File: src/rtl/dds_pkg.sv
// rtl/dds_pkg.sv - shared types and constants for the NCO control-frame decoder
//
// Purpose : opcode and state enums, byte-width constant, opcode validity helper.
// Ports   : none (package).
package dds_pkg;

  localparam int BYTE_W = 8;

  typedef enum logic [BYTE_W-1:0] {
    OP_FTW  = 8'h01,
    OP_POFF = 8'h02,
    OP_EN   = 8'h03
  } opcode_t;

  typedef enum logic [1:0] {
    ST_IDLE  = 2'd0,
    ST_DATA  = 2'd1,
    ST_APPLY = 2'd2
  } state_t;

  function automatic logic is_valid_op(input logic [BYTE_W-1:0] b);
    return (b == OP_FTW) || (b == OP_POFF) || (b == OP_EN);
  endfunction

endpackage

File: src/rtl/nco_ctrl_fsm_if.sv
// rtl/nco_ctrl_fsm_if.sv - byte stream and register-load bundle of the NCO control decoder
//
// Purpose : groups the command byte handshake and the downstream register loads.
// Ports   : byte_i/byte_valid_i/byte_ready_o  command byte stream (valid/ready)
//           ftw_din_o/ftw_set_o               tuning-word data and load strobe
//           poff_din_o/poff_set_o             phase-offset data and load strobe
//           en_din_o/en_set_o                 enable data and load strobe
//           busy_o                            frame in progress
//           err_o                             one-cycle error pulse
// Modports: master = byte source / register consumer, slave = the decoder.
interface nco_ctrl_fsm_if #(
  parameter int DATA_W = 32
);
  import dds_pkg::*;

  logic [BYTE_W-1:0] byte_i;
  logic              byte_valid_i;
  logic              byte_ready_o;
  logic [DATA_W-1:0] ftw_din_o;
  logic              ftw_set_o;
  logic [DATA_W-1:0] poff_din_o;
  logic              poff_set_o;
  logic              en_din_o;
  logic              en_set_o;
  logic              busy_o;
  logic              err_o;

  modport master (
    output byte_i, byte_valid_i,
    input  byte_ready_o, ftw_din_o, ftw_set_o, poff_din_o, poff_set_o,
    input  en_din_o, en_set_o, busy_o, err_o
  );

  modport slave (
    input  byte_i, byte_valid_i,
    output byte_ready_o, ftw_din_o, ftw_set_o, poff_din_o, poff_set_o,
    output en_din_o, en_set_o, busy_o, err_o
  );

endinterface

File: src/rtl/nco_ctrl_timer.sv
// rtl/nco_ctrl_timer.sv - inter-byte idle counter for the NCO control decoder
//
// Purpose : counts cycles while a frame is waiting for its next byte.
// Ports   : clk, rst_n  clock / synchronous active-low reset
//           run         frame is in the data phase
//           clr         a byte was accepted this cycle
//           expired     idle count has reached TIMEOUT_CYC
module nco_ctrl_timer #(
  parameter int TIMEOUT_CYC = 1000
) (
  input  logic clk,
  input  logic rst_n,
  input  logic run,
  input  logic clr,
  output logic expired
);

  localparam int CW = (TIMEOUT_CYC < 1) ? 1 : $clog2(TIMEOUT_CYC + 1);
  localparam logic [CW-1:0] LIMIT = CW'(TIMEOUT_CYC);

  logic [CW-1:0] cnt_q;

  // Saturates at LIMIT so a stalled consumer of 'expired' cannot wrap it.
  always_ff @(posedge clk) begin
    if (!rst_n || !run || clr) begin
      cnt_q <= '0;
    end else if (cnt_q != LIMIT) begin
      cnt_q <= cnt_q + CW'(1);
    end
  end

  // A byte arriving in the expiry cycle wins over the timeout.
  assign expired = run && !clr && (cnt_q == LIMIT);

endmodule

File: src/rtl/nco_ctrl_fsm.sv
// rtl/nco_ctrl_fsm.sv - command-frame decoder driving NCO tuning/phase/enable registers
//
// Purpose : parses frames of one opcode byte plus DATA_W/8 data bytes (MSB first)
//           and issues a single-cycle load strobe for the addressed register.
// Ports   : clk    rising-edge clock
//           rst_n  synchronous active-low reset
//           bus    nco_ctrl_fsm_if.slave (byte stream in, register loads out)
// Options : NCO_CTRL_TIMEOUT_EN enables the inter-byte timeout (nco_ctrl_timer).
module nco_ctrl_fsm
  import dds_pkg::*;
#(
  parameter int DATA_W      = 32,
  parameter int TIMEOUT_CYC = 1000
) (
  input logic           clk,
  input logic           rst_n,
  nco_ctrl_fsm_if.slave bus
);

  localparam int NBYTES = DATA_W / BYTE_W;
  localparam int CNT_W  = $clog2(NBYTES) + 1;
  localparam logic [CNT_W-1:0] LAST = CNT_W'(NBYTES - 1);

  if ((DATA_W % BYTE_W) != 0 || DATA_W < BYTE_W || TIMEOUT_CYC < 1) begin : g_param_chk
    $error("nco_ctrl_fsm: illegal DATA_W or TIMEOUT_CYC");
  end

  state_t            state_q, state_d;
  opcode_t           op_q, op_d;
  logic [CNT_W-1:0]  cnt_q, cnt_d;
  logic [DATA_W-1:0] data_q, data_d;
  logic              err_q, err_d;

  logic accept;
  logic byte_ready;
  logic ftw_set, poff_set, en_set;
  logic tmo_expired;

  assign accept = bus.byte_valid_i && byte_ready;

`ifdef NCO_CTRL_TIMEOUT_EN
  nco_ctrl_timer #(
    .TIMEOUT_CYC (TIMEOUT_CYC)
  ) u_timer (
    .clk     (clk),
    .rst_n   (rst_n),
    .run     (state_q == ST_DATA),
    .clr     (accept),
    .expired (tmo_expired)
  );
`else
  assign tmo_expired = 1'b0;
`endif

  always_ff @(posedge clk) begin
    if (!rst_n) begin
      state_q <= ST_IDLE;
      op_q    <= OP_FTW;
      cnt_q   <= '0;
      data_q  <= '0;
      err_q   <= 1'b0;
    end else begin
      state_q <= state_d;
      op_q    <= op_d;
      cnt_q   <= cnt_d;
      data_q  <= data_d;
      err_q   <= err_d;
    end
  end

  always_comb begin
    state_d    = state_q;
    op_d       = op_q;
    cnt_d      = cnt_q;
    data_d     = data_q;
    err_d      = 1'b0;
    byte_ready = 1'b0;
    ftw_set    = 1'b0;
    poff_set   = 1'b0;
    en_set     = 1'b0;

    case (state_q)
      ST_IDLE: begin
        byte_ready = 1'b1;
        if (accept) begin
          if (is_valid_op(bus.byte_i)) begin
            op_d    = opcode_t'(bus.byte_i);
            cnt_d   = '0;
            state_d = ST_DATA;
          end else begin
            err_d = 1'b1;
          end
        end
      end

      ST_DATA: begin
        byte_ready = 1'b1;
        if (accept) begin
          // Shift MSB-first: the newest byte always lands in the low byte.
          data_d = DATA_W'({data_q, bus.byte_i});
          cnt_d  = cnt_q + CNT_W'(1);
          if (cnt_q == LAST) begin
            state_d = ST_APPLY;
          end
        end else if (tmo_expired) begin
          state_d = ST_IDLE;
          err_d   = 1'b1;
        end
      end

      ST_APPLY: begin
        // Ready is low here so data_q cannot move while the strobe is up.
        case (op_q)
          OP_FTW:  ftw_set  = 1'b1;
          OP_POFF: poff_set = 1'b1;
          OP_EN:   en_set   = 1'b1;
          default: ;
        endcase
        state_d = ST_IDLE;
      end

      default: state_d = ST_IDLE;
    endcase
  end

  assign bus.byte_ready_o = byte_ready;
  assign bus.ftw_din_o    = data_q;
  assign bus.poff_din_o   = data_q;
  assign bus.en_din_o     = data_q[0];
  assign bus.ftw_set_o    = ftw_set;
  assign bus.poff_set_o   = poff_set;
  assign bus.en_set_o     = en_set;
  assign bus.busy_o       = (state_q != ST_IDLE);
  assign bus.err_o        = err_q;

endmodule

File: src/flat_wrapper.sv
// flat-port wrapper written by rule: the top's interface ports become plain ports
module nco_ctrl_fsm_flat import dds_pkg::*;
#(
  parameter int DATA_W      = 32,
  parameter int TIMEOUT_CYC = 1000
)
  (clk, rst_n, bus_byte_i, bus_byte_valid_i, bus_byte_ready_o, bus_ftw_din_o, bus_ftw_set_o, bus_poff_din_o, bus_poff_set_o, bus_en_din_o, bus_en_set_o, bus_busy_o, bus_err_o);
  nco_ctrl_fsm_if #(.DATA_W(DATA_W)) bus_i ();
  input logic clk;
  input logic rst_n;
  input wire logic [$bits(bus_i.byte_i)-1:0] bus_byte_i;
  input wire logic [$bits(bus_i.byte_valid_i)-1:0] bus_byte_valid_i;
  output wire logic [$bits(bus_i.byte_ready_o)-1:0] bus_byte_ready_o;
  output wire logic [$bits(bus_i.ftw_din_o)-1:0] bus_ftw_din_o;
  output wire logic [$bits(bus_i.ftw_set_o)-1:0] bus_ftw_set_o;
  output wire logic [$bits(bus_i.poff_din_o)-1:0] bus_poff_din_o;
  output wire logic [$bits(bus_i.poff_set_o)-1:0] bus_poff_set_o;
  output wire logic [$bits(bus_i.en_din_o)-1:0] bus_en_din_o;
  output wire logic [$bits(bus_i.en_set_o)-1:0] bus_en_set_o;
  output wire logic [$bits(bus_i.busy_o)-1:0] bus_busy_o;
  output wire logic [$bits(bus_i.err_o)-1:0] bus_err_o;
  assign bus_i.byte_i = bus_byte_i;
  assign bus_i.byte_valid_i = bus_byte_valid_i;
  assign bus_byte_ready_o = bus_i.byte_ready_o;
  assign bus_ftw_din_o = bus_i.ftw_din_o;
  assign bus_ftw_set_o = bus_i.ftw_set_o;
  assign bus_poff_din_o = bus_i.poff_din_o;
  assign bus_poff_set_o = bus_i.poff_set_o;
  assign bus_en_din_o = bus_i.en_din_o;
  assign bus_en_set_o = bus_i.en_set_o;
  assign bus_busy_o = bus_i.busy_o;
  assign bus_err_o = bus_i.err_o;
  nco_ctrl_fsm #(.DATA_W(DATA_W), .TIMEOUT_CYC(TIMEOUT_CYC)) u_core (.clk(clk), .rst_n(rst_n), .bus(bus_i));
endmodule
File: config.mk
export PLATFORM = sky130hd
export DESIGN_NAME = nco_ctrl_fsm_flat
export DESIGN_NICKNAME = d
export VERILOG_FILES = /design/src/rtl/dds_pkg.sv /design/src/rtl/nco_ctrl_fsm_if.sv /design/src/rtl/nco_ctrl_timer.sv /design/src/rtl/nco_ctrl_fsm.sv /design/src/flat_wrapper.sv
export SDC_FILE = /design/constraint.sdc
export NUM_CORES = 1
export LEC_CHECK = 0
export CORE_MARGIN = 2
export CORE_UTILIZATION = 40
export CTS_BUF_LIST = sky130_fd_sc_hd__clkbuf_2
export CTS_CLUSTER_DIAMETER = 150
export DETAILED_ROUTE_END_ITERATION = 7
export MAX_ROUTING_LAYER = met4
export PLACE_DENSITY_LB_ADDON = 0.08
export SKIP_LAST_GASP = 1
export SLEW_MARGIN = 0
export SYNTH_ARGS = -nofsm -noshare
export SYNTH_HDL_FRONTEND = slang
export SYNTH_SLANG_ARGS = --single-unit
File: constraint.sdc
create_clock -name clk -period 1.7 [get_ports clk]
set_clock_uncertainty 0.1 [all_clocks]
set_input_delay 0.34 -clock clk [delete_from_list [all_inputs] [get_ports clk]]
set_output_delay 0.34 -clock clk [all_outputs]
set_load 0.05 [all_outputs]
==> results of run 1 <==
==> per-layer routing <==
metal	share of wire, %	global-route usage [%]	wire (um)	up-vias
li1	-	-	-	880
met5	0	-	0	-
met4	1.4	6.43	68	0
met2	47	29.8	2330	65
met1	43	23.7	2150	807
met3	8.3	7.10	409	6
==> power by group through the flow <==
| stage | logic (uW) | clock network, uW | registers, uW |
|---|---|---|---|
| final | 104 | 561 | 1080 |
| after global routing | 112 | 633 | 1090 |
| after CTS | 102 | 587 | 1090 |
| after detailed placement | 102 | 0 | 1110 |
| after global placement | 101 | 0 | 1110 |
| after floorplan | 34.8 | 0 | 1110 |
==> logic make-up after synthesis <==
logic type	after synthesis	share of synthesized area, %
mux	2	1.05
fa+ha+maj	2	1.24
simple gates	96	21.4
flops	46	45.5
compound gates	39	14.9
buf+inv	51	15.9
==> sequential cells by signal, summed over array words and instances, names as in the netlist <==
signal                count
u_core.op_q               8
u_core.state_q            2
u_core.cnt_q              3
u_core.bus.err_o          1
u_core.bus.ftw_din_o     32
==> layout by cell type, fill, tap and decap left out, drive strengths merged, types with 2 or more instances in the layout <==
master	n
nor3	2
clkbuf	5
or4	3
dfxtp	46
nor2	3
ha	2
inv	5
dlygate4sd2	4
and3	7
a21boi	34
clkdlybuf4s50	6
buf	94
nand2	71
nor4b	2
==> path summary, 6_finish.rpt <==
| kind | start | endpoint | depth (start not counted) |
|---|---|---|---|
| worst max-delay path | u_core.state_q[0] | bus_poff_set_o | 5 |
| worst min-delay path | bus_byte_i[2] | u_core.bus.ftw_din_o[2] | 3 |
| worst max register to register | u_core.state_q[0] | u_core.cnt_q[1] | 4 |
| worst min register to register | u_core.bus.ftw_din_o[24] | u_core.bus.ftw_din_o[24] | 2 |
==> cells in the mapped netlist (2+ instances only) <==
cell / count
inv_1: 5
dfxtp_1: 46
nor3_1: 2
ha_1: 2
nand2_1: 71
nor4b_1: 2
a21boi_0: 33
clkbuf_1: 12
nor2_1: 3
buf_4: 33
and3_1: 7
==> worst max-delay path, stage by stage, from the launching register on <==
cell and delay (ns):
dfxtp_4 0.41, nor4_4 0.28, buf_4 0.17, nand2_1 0.08, nor3_4 0.15, buf_12 0.16
==> timing repair <==
item                                    CTS  global route
gates resized for setup                  20            11
endpoints found under the setup margin   15            20
hold buffers                              0             0
pin swaps                                 6             6
setup buffers                             2             1
cloned                                    1             0
==> metrics by stage <==
| step | instances | total power, uW | instance area, um2 | utilization [%] |
|---|---|---|---|---|
| 2_1_floorplan | 236 | 1150 | 2050 | - |
| 3_3_place_gp | 359 | 1210 | 3310 | 68.8 |
| 3_5_place_dp | 359 | 1210 | 3310 | 68.8 |
| 4_1_cts | 369 | 1770 | 3450 | 71.6 |
| 5_1_grt | 369 | 1830 | 3500 | 72.6 |
| 6_report | 369 | 1750 | 3500 | 72.6 |
==> area by class of cell <==
type / count / area, um2 / share of cell area [%]
timing repair buffer: 104 / 1500 / 42.8
sequential: 46 / 928 / 26.6
multi-input combinational: 140 / 907 / 25.9
tap: 67 / 83.8 / 2.40
clock inverter: 2 / 33.8 / 0.966
clock buffer: 5 / 25.0 / 0.716
inverter: 5 / 21.3 / 0.608
==> results by group, run 1 <==
Global routing
  – GRT overflow: 0
  – First-pass GRT wire length: between 7000 and 8000 um
  – Pin count of the biggest net entering global routing: 33
  – GRT Overall Usage: slightly below 20%
  – Via count of the first global-routing pass: between 1.5k and 2k
  – Initial antenna violation count: 0

Synth
  – EDFF count, synth: 0
  – Post-synthesis net count: between 200 and 250
  – Cell taking the most area after synthesis: dfxtp_1
  – Ys Warns: 0
  – Synth area leaders: dfxtp_1, nand2_1, a21boi_0
  – Synthesized instance count: 236
  – Register area share after synthesis: between 40% and 50%
  – Top_reg_cell synth: dfxtp_1
  – Yosys reg bits: 46
  – Fraction of registers with async set/reset: 0%
  – Syn_area_per_cell: approximately 8.6 um2
  – Post-synth top area share: approximately 45%
  – Synthesized cell area: 0.00202 mm2
  – Yosys cell types: 31

Drt
  – Drt total wl: a little under 5000 um
  – WL/cell: around 13 um
  – Via Count: roughly 1.8k
  – Final ANT Viol Nets: 0
  – DR vias/cell: 4.76
  – Starting DRT DRC Count: between 90 and 100
  – Number of remaining DRC errors: 0
  – Drt first pass iters: 4

Layout
  – Area grow syn2layout: 72.7%
  – Fillers: around 360
  – Antenna fix cells: 0
  – Layout cells sized above 1: a little over two fifths
  – Final nets: 315

Die
  – DIE WIDTH: around 75 um
  – Rows: 25
  – Core area: 0.00482 mm2
  – Initial Util: a little over two fifths
  – I/O pins: between 80 and 90
  – Die height: ~75 um
  – Die ar.: ~0.0056 mm2

Power and ir drop
  – VDD IR-drop max: 0.380 mV
  – Leakage power: approximately 0.0014 uW
  – Net Switching: 373 uW
  – Combinational share of power: about 6.0%
  – Flop pwr share: 62.0%
  – Clock power frac: between 30 and 40%
  – Internal cell power: 1380 uW
  – Pwr Density: 500 mW/mm2
  – Net Sw Frac: a little over a fifth

Clock tree
  – Root Buffer: clkbuf_2
  – Clock transition at the registers of the reported paths: about 0.21 ns
  – H-tree level count: 2
  – Total CTS buffers: 5
  – Clock Path Buffers: 2
  – CTS Sinks: between 40 and 50
  – CTS tree: done
  – Worst skew pair latency: roughly 0.4 ns

Flow run
  – Max-capacitance violation count: 0

Status
  – Status: finished, violations left
  – Failing checks: negative setup slack

Setup path
  – CP max FO: 2
  – Reg-to-reg setup timing slack: -0.03 ns
  – CP arrival: approximately 1.7 ns
  – CP Data Required Time: 1.26 ns
  – Kind of critical path: register to output pin
  – Endpoint class of the critical path: output pin
  – Startpoint Class: register

Place
  – Global placer's final weighted congestion: 0.789
  – Port bufs: 81
  – DPL Wire Length: 3560 um
  – Pre-CTS setup slack: -0.564 ns

STA
  – Worst relative slew slack: 79.0%
  – Minimum period implied by the final worst setup slack: between 2 and 2.5 ns
  – Tcrit/Tclk final: 124%
  – Final worst setup slack: -0.402 ns
  – Fin. max-slew vios: 0
  – Worst Hold Margin: 0.203 ns
  – RSZ-0062 raised after global routing: yes
  – Final setup fails: 14
  – Worst-Margin Slew: between 0.3 and 0.4 ns
  – Setup TNS: -1.38 ns
  – Final hold vios: 0
  – Fmax: 476 MHz

Min path
  – Worst Hold Class: input port to register
Note: power is estimated with default switching activity, not from simulation.
==> run 2, diff against run 1 <==
- CELL_PAD_IN_SITES_DETAIL_PLACEMENT: default -> 1
- CELL_PAD_IN_SITES_GLOBAL_PLACEMENT: default -> 1
- CORE_UTILIZATION: 40 -> 29
==> run 2 against run 1 <==
Against the previous run: the run still ends with negative setup slack left; wire length increased by 11%; flip-flop and latch count unchanged; first-iteration DRC count decreased by 39%; maximum frequency increased by 0.60%; largest power group unchanged; setup slack improved by 0.013 ns; non-clock buffer count increased by 4; final area increased by 1.3%; clock power decreased by 19%.
==> results by group, run 2 (synthesis gave the netlist of run 1 again) <==
Status
  – Status: finished, violations left
  – Failing checks: negative setup slack

Global routing
  – First-pass GRT wire length: 9070 um
  – Pin count of the biggest net entering global routing: 48
  – GRT overflow: 0
  – Initial antenna violation count: 0
  – Via count of the first global-routing pass: around 1.8k
  – GRT Overall Usage: 15.7%

Setup path
  – Kind of critical path: register to output pin
  – Reg2reg path depth: 4
  – Endpoint class of the critical path: output pin
  – Critical R2R Capture: u_core.op_q[2]
  – Reg-to-reg setup timing slack: -0.10 ns
  – CP arrival: ~1.7 ns
  – CP max FO: 2
  – Startpoint Class: register
  – CP Data Required Time: roughly 1.3 ns
  – FF-to-FF Start: u_core.state_q[0]

STA
  – Final worst setup slack: -0.389 ns
  – Worst relative slew slack: between 70% and 80%
  – Tcrit/Tclk final: 123%
  – Minimum period implied by the final worst setup slack: 2.09 ns
  – Fmax: about 480 MHz
  – Fin. max-slew vios: 0
  – Setup TNS: -1.90 ns
  – Final setup fails: 15
  – Worst-Margin Slew: ~0.34 ns
  – Final hold vios: 0
  – RSZ-0062 raised after global routing: yes

Min path
  – Hold depth: 3
  – Hold Path Sink: u_core.bus.ftw_din_o[2]
  – Worst Hold Class: input port to register
  – Hold_sp: bus_byte_i[2]

Power and ir drop
  – VDD IR-drop max: about 0.20 mV
  – Leakage power: roughly 0.0014 uW
  – Pwr Density: approximately 470 mW/mm2

Place
  – DPL Wire Length: ~4000 um
  – Port bufs: just over 80
  – Global placer's final weighted congestion: between 0.6 and 0.7
  – Cell Area, Placed: 0.00337 mm2
  – Pre-CTS setup slack: -0.600 ns

Layout
  – Most common cell after layout, fill and taps aside: nand2_1
  – Antenna fix cells: 0
  – Max FFs per register: 32
  – Commonest non-fill, non-tap cells in the layout: nand2_1, buf_12, dfxtp_1
  – Final nets: ~320
  – Fillers: between 700 and 800
  – Design Area, Final: between 0.003 and 0.004 mm2
  – Area grow syn2layout: 74.9%
  – Layout cells sized above 1: between 40% and 50%

Drt
  – WL/cell: between 10 and 15 um
  – Starting DRT DRC Count: 57
  – DR vias/cell: 4.63
  – Via Count: roughly 1.8k
  – Final ANT Viol Nets: 0
  – Drt total wl: about 5500 um
  – Number of remaining DRC errors: 0
  – Drt first pass iters: 4

Clock tree
  – Worst skew pair latency: roughly 0.42 ns
  – Root Buffer: clkbuf_2
  – CTS tree: done
  – H-tree level count: 2
  – Total CTS buffers: 5
  – Clock Path Buffers: 2
  – CTS Sinks: between 40 and 50
  – Hold_buf cts: 0
  – Clock transition at the registers of the reported paths: 0.22 ns

Flow run
  – Max-capacitance violation count: 0

Die
  – Rows: 30
  – Core area: roughly 0.0068 mm2
  – I/O pins: a little over 80
  – Die ar.: approximately 0.0077 mm2
  – Initial Util: between 20% and 30%
  – Die height: just under 90 um
  – DIE WIDTH: 87.6 um
[run 2: cell count changes in the layout (fill, tap and decap cells not counted), moves of 2 or more]
cell             previous run  this run
a21boi_0                   33        29
a21boi_1                    0         5
and3_1                      1         6
and3_4                      6         1
buf_12                     55        58
clkdlybuf4s15_1             0         2
dfxtp_1                    42        40
dfxtp_2                     3         5
dlygate4sd2_1               4         2
[run 2: critical path, stage by stage, from the launching register on]
cell and delay [ns]:
dfxtp_4 0.41, nor4_4 0.36, nand2_1 0.14, nor3_4 0.16
buf_12 0.16
[run 2: layout make-up]
cell class              instances  area, um2  area share [%]
repair buffers                108       1570            44.3
inverters                       5       23.8           0.671
clock inverters                 2       8.76           0.247
multi-input cells             140        877            24.8
clock buffers                   6       30.0           0.848
well taps                      80        100            2.83
flip-flops and latches         46        931            26.3
[run 2: through the flow]
step	instances	utilization [%]	total power (uW)	hold slack (ns)
detailed placement	373	49.9	1210	0.378
global route	387	52.4	1740	0.187
finish	387	52.4	1650	0.207
floorplan	236	-	1150	0.353
global placement	373	49.9	1210	0.369
CTS	387	52.0	1670	0.182
[run 2: timing repair]
action / 4_1_cts / 5_1_grt
gates resized for setup: 24 / 11
endpoints found under the setup margin: 19 / 41
buffers inserted: 5 / 1
hold endpoints to repair: 0 / 0
pin swaps: 4 / 2
cloned: 1 / 0
[run 2: metal layers]
| layer | vias up | GRT usage (%) | routed length, um |
|---|---|---|---|
| met5 | - | - | 0 |
| met4 | 0 | 5.03 | 48 |
| met3 | 4 | 4.24 | 297 |
| met2 | 55 | 24.4 | 2660 |
| met1 | 849 | 19.7 | 2500 |
| li1 | 884 | - | - |
[run 2: worst max-delay path by stage]
stage,end,start,cells after the start,slack [ns]
floorplan,u_core.op_q[2],bus_byte_i[6],4,-0.12
global placement,u_core.op_q[5],bus_byte_valid_i,4,-0.58
detailed placement,u_core.op_q[5],bus_byte_valid_i,4,-0.60
global route,bus_poff_set_o,u_core.op_q[2],5,-0.54
CTS,bus_ftw_set_o,u_core.op_q[4],6,-0.49
finish,bus_poff_set_o,u_core.state_q[0],4,-0.39
[run 2: where the power goes]
part	internal (uW)	total [uW]	switching [uW]	leakage, uW
combinational	59.8	108	48.6	0.000995
sequential	1080	1080	2.11	0.000374
clock	101	455	354	0.0000304
total	1240	1650	405	0.00140
==> run 3, diff against run 2 <==
- MAX_ROUTING_LAYER: met4 -> default
==> run 3 against run 2 <==
Against the previous run: the run still ends with negative setup slack left; final area did not move; maximum frequency barely moved; power fell by 0.16%; sequential power barely moved; wire length rose by 0.13%; clock power barely moved; worst hold slack barely moved; cell count did not move; die area did not move; register-to-register slack barely moved.
==> results by group, run 3 (synthesis gave the netlist of run 1 again) <==
Power and ir drop
  – Pwr Density: ~460 mW/mm2
  – Leakage power: 0.00140 uW
  – Power Total: about 1600 uW
  – VDD IR-drop max: 0.199 mV

Layout
  – Non-Filler Instances: about 390
  – Commonest non-fill, non-tap cells in the layout: nand2_1, buf_12, dfxtp_1
  – Area grow syn2layout: 74.9%
  – Fillers: ~700
  – Final nets: 319
  – Layout cells sized above 1: 41.0%
  – Antenna fix cells: 0
  – Most common cell after layout, fill and taps aside: nand2_1
  – Max FFs per register: 32
  – Finished Core Util: between 50% and 60%

Die
  – Rows: 30
  – Die height: ~90 um
  – DIE WIDTH: roughly 88 um
  – Die ar.: 0.00767 mm2
  – Initial Util: 30.0%
  – Core area: a little under 0.007 mm2
  – I/O pins: just over 80

STA
  – Fin. max-slew vios: 0
  – Setup TNS: -1.91 ns
  – Final setup fails: 15
  – Fmax: roughly 480 MHz
  – RSZ-0062 raised after global routing: yes
  – Final hold vios: 0
  – Worst-Margin Slew: between 0.3 and 0.4 ns
  – Worst relative slew slack: between 70% and 80%
  – Final worst setup slack: -0.389 ns
  – Minimum period implied by the final worst setup slack: about 2.1 ns
  – Tcrit/Tclk final: 123%

Global routing
  – GRT overflow: 0
  – First-pass GRT wire length: slightly above 9000 um
  – Pin count of the biggest net entering global routing: 48
  – Via count of the first global-routing pass: between 1.5k and 2k
  – Initial antenna violation count: 0
  – GRT Overall Usage: around 15%

Place
  – Global placer's final weighted congestion: between 0.6 and 0.7
  – DPL Wire Length: ~4000 um
  – Port bufs: slightly above 80
  – Pre-CTS setup slack: -0.600 ns
  – Post-Place Cells: ~370

Setup path
  – Reg2reg path depth: 4
  – Setup crit end: bus_poff_set_o
  – CP max-delay cell: dfxtp_4
  – CP max stage delay: around 0.41 ns
  – CP arrival: ~1.7 ns
  – Kind of critical path: register to output pin
  – CP max FO: 2
  – Critical path depth: 4
  – Reg-to-reg setup timing slack: -0.10 ns
  – FF-to-FF Start: u_core.state_q[0]
  – Critical R2R Capture: u_core.op_q[2]
  – CP Data Required Time: 1.26 ns
  – Critical path launch point: u_core.state_q[0]
  – Endpoint class of the critical path: output pin
  – Crit-path cells: nor4_4 > nand2_1 > nor3_4 > buf_12
  – Kind of cell adding the most delay to the critical path: simple AND/OR/NAND/NOR gates
  – Startpoint Class: register
  – CP bufs+invs: 1

Clock tree
  – Worst skew pair latency: 0.42 ns
  – CTS tree: done
  – Hold_buf cts: 0
  – Total CTS buffers: 5
  – Clock transition at the registers of the reported paths: ~0.22 ns
  – Clock Path Buffers: 2
  – CTS Sinks: 46
  – Root Buffer: clkbuf_2
  – H-tree level count: 2

Flow run
  – Max-capacitance violation count: 0

Drt
  – Final ANT Viol Nets: 0
  – Starting DRT DRC Count: 50
  – Drt first pass iters: 4
  – WL/cell: about 14 um
  – Number of remaining DRC errors: 0
  – DR vias/cell: 4.62
  – Via Count: 1788
  – Drt total wl: around 5500 um

Status
  – Failing checks: negative setup slack
  – Status: finished, violations left

Min path
  – Worst Hold Class: input port to register
## run 3: per-stage QoR
step	cell area (um2)	hold slack [ns]
floorplan	2050	0.353
detailed placement	3370	0.378
global route	3540	0.187
finish	3540	0.207
CTS	3520	0.182
global placement	3370	0.369
## run 3: layout make-up
type,instances,area [um2],area share [%]
Clock buffer,6,30.0,0.848
Clock inverter,2,8.76,0.247
Inverter,5,23.8,0.671
Timing Repair Buffer,108,1570,44.3
Tap cell,80,100,2.83
Sequential cell,46,931,26.3
Multi-Input combinational cell,140,877,24.8
## run 3: worst register-to-register path, stage by stage (launching register included)
cell     delay (ns)
dfxtp_4        0.41
buf_6          0.11
or3b_1         0.43
or4_4          0.48
and3_1         0.20
## run 3: worst min-delay path by stage
stage                                  start                  endpoint  slack, ns  cells after the start
CTS                            bus_byte_i[2]   u_core.bus.ftw_din_o[2]       0.18                      3
global placement              u_core.op_q[2]            u_core.op_q[2]       0.37                      1
detailed placement  u_core.bus.ftw_din_o[24]  u_core.bus.ftw_din_o[24]       0.38                      2
finish                         bus_byte_i[2]   u_core.bus.ftw_din_o[2]       0.21                      3
floorplan                     u_core.op_q[5]            u_core.op_q[5]       0.35                      1
global route                   bus_byte_i[2]   u_core.bus.ftw_din_o[2]       0.19                      3
## run 3: layer usage
layer | vias up | track usage, % | share of wire, %
li1 | 883 | - | -
met1 | 846 | 19.4 | 45
met2 | 55 | 24.6 | 48
met3 | 4 | 4.62 | 5.7
met4 | 0 | 5.03 | 0.83
met5 | - | 0 | 0
## run 3: timing repair
item	CTS	global route
gates resized for setup	24	11
gates cloned	1	0
setup buffers	5	1
endpoints found under the setup margin	19	41
pin swaps	4	2
## run 3: power by group
| group | internal [uW] | total [uW] | switching [uW] | leakage [uW] |
|---|---|---|---|---|
| Combinational | 59.8 | 108 | 48.6 | 0.000995 |
| Clock | 101 | 453 | 352 | 0.0000304 |
| Sequential | 1080 | 1080 | 2.10 | 0.000374 |
| Total | 1240 | 1650 | 402 | 0.00140 |
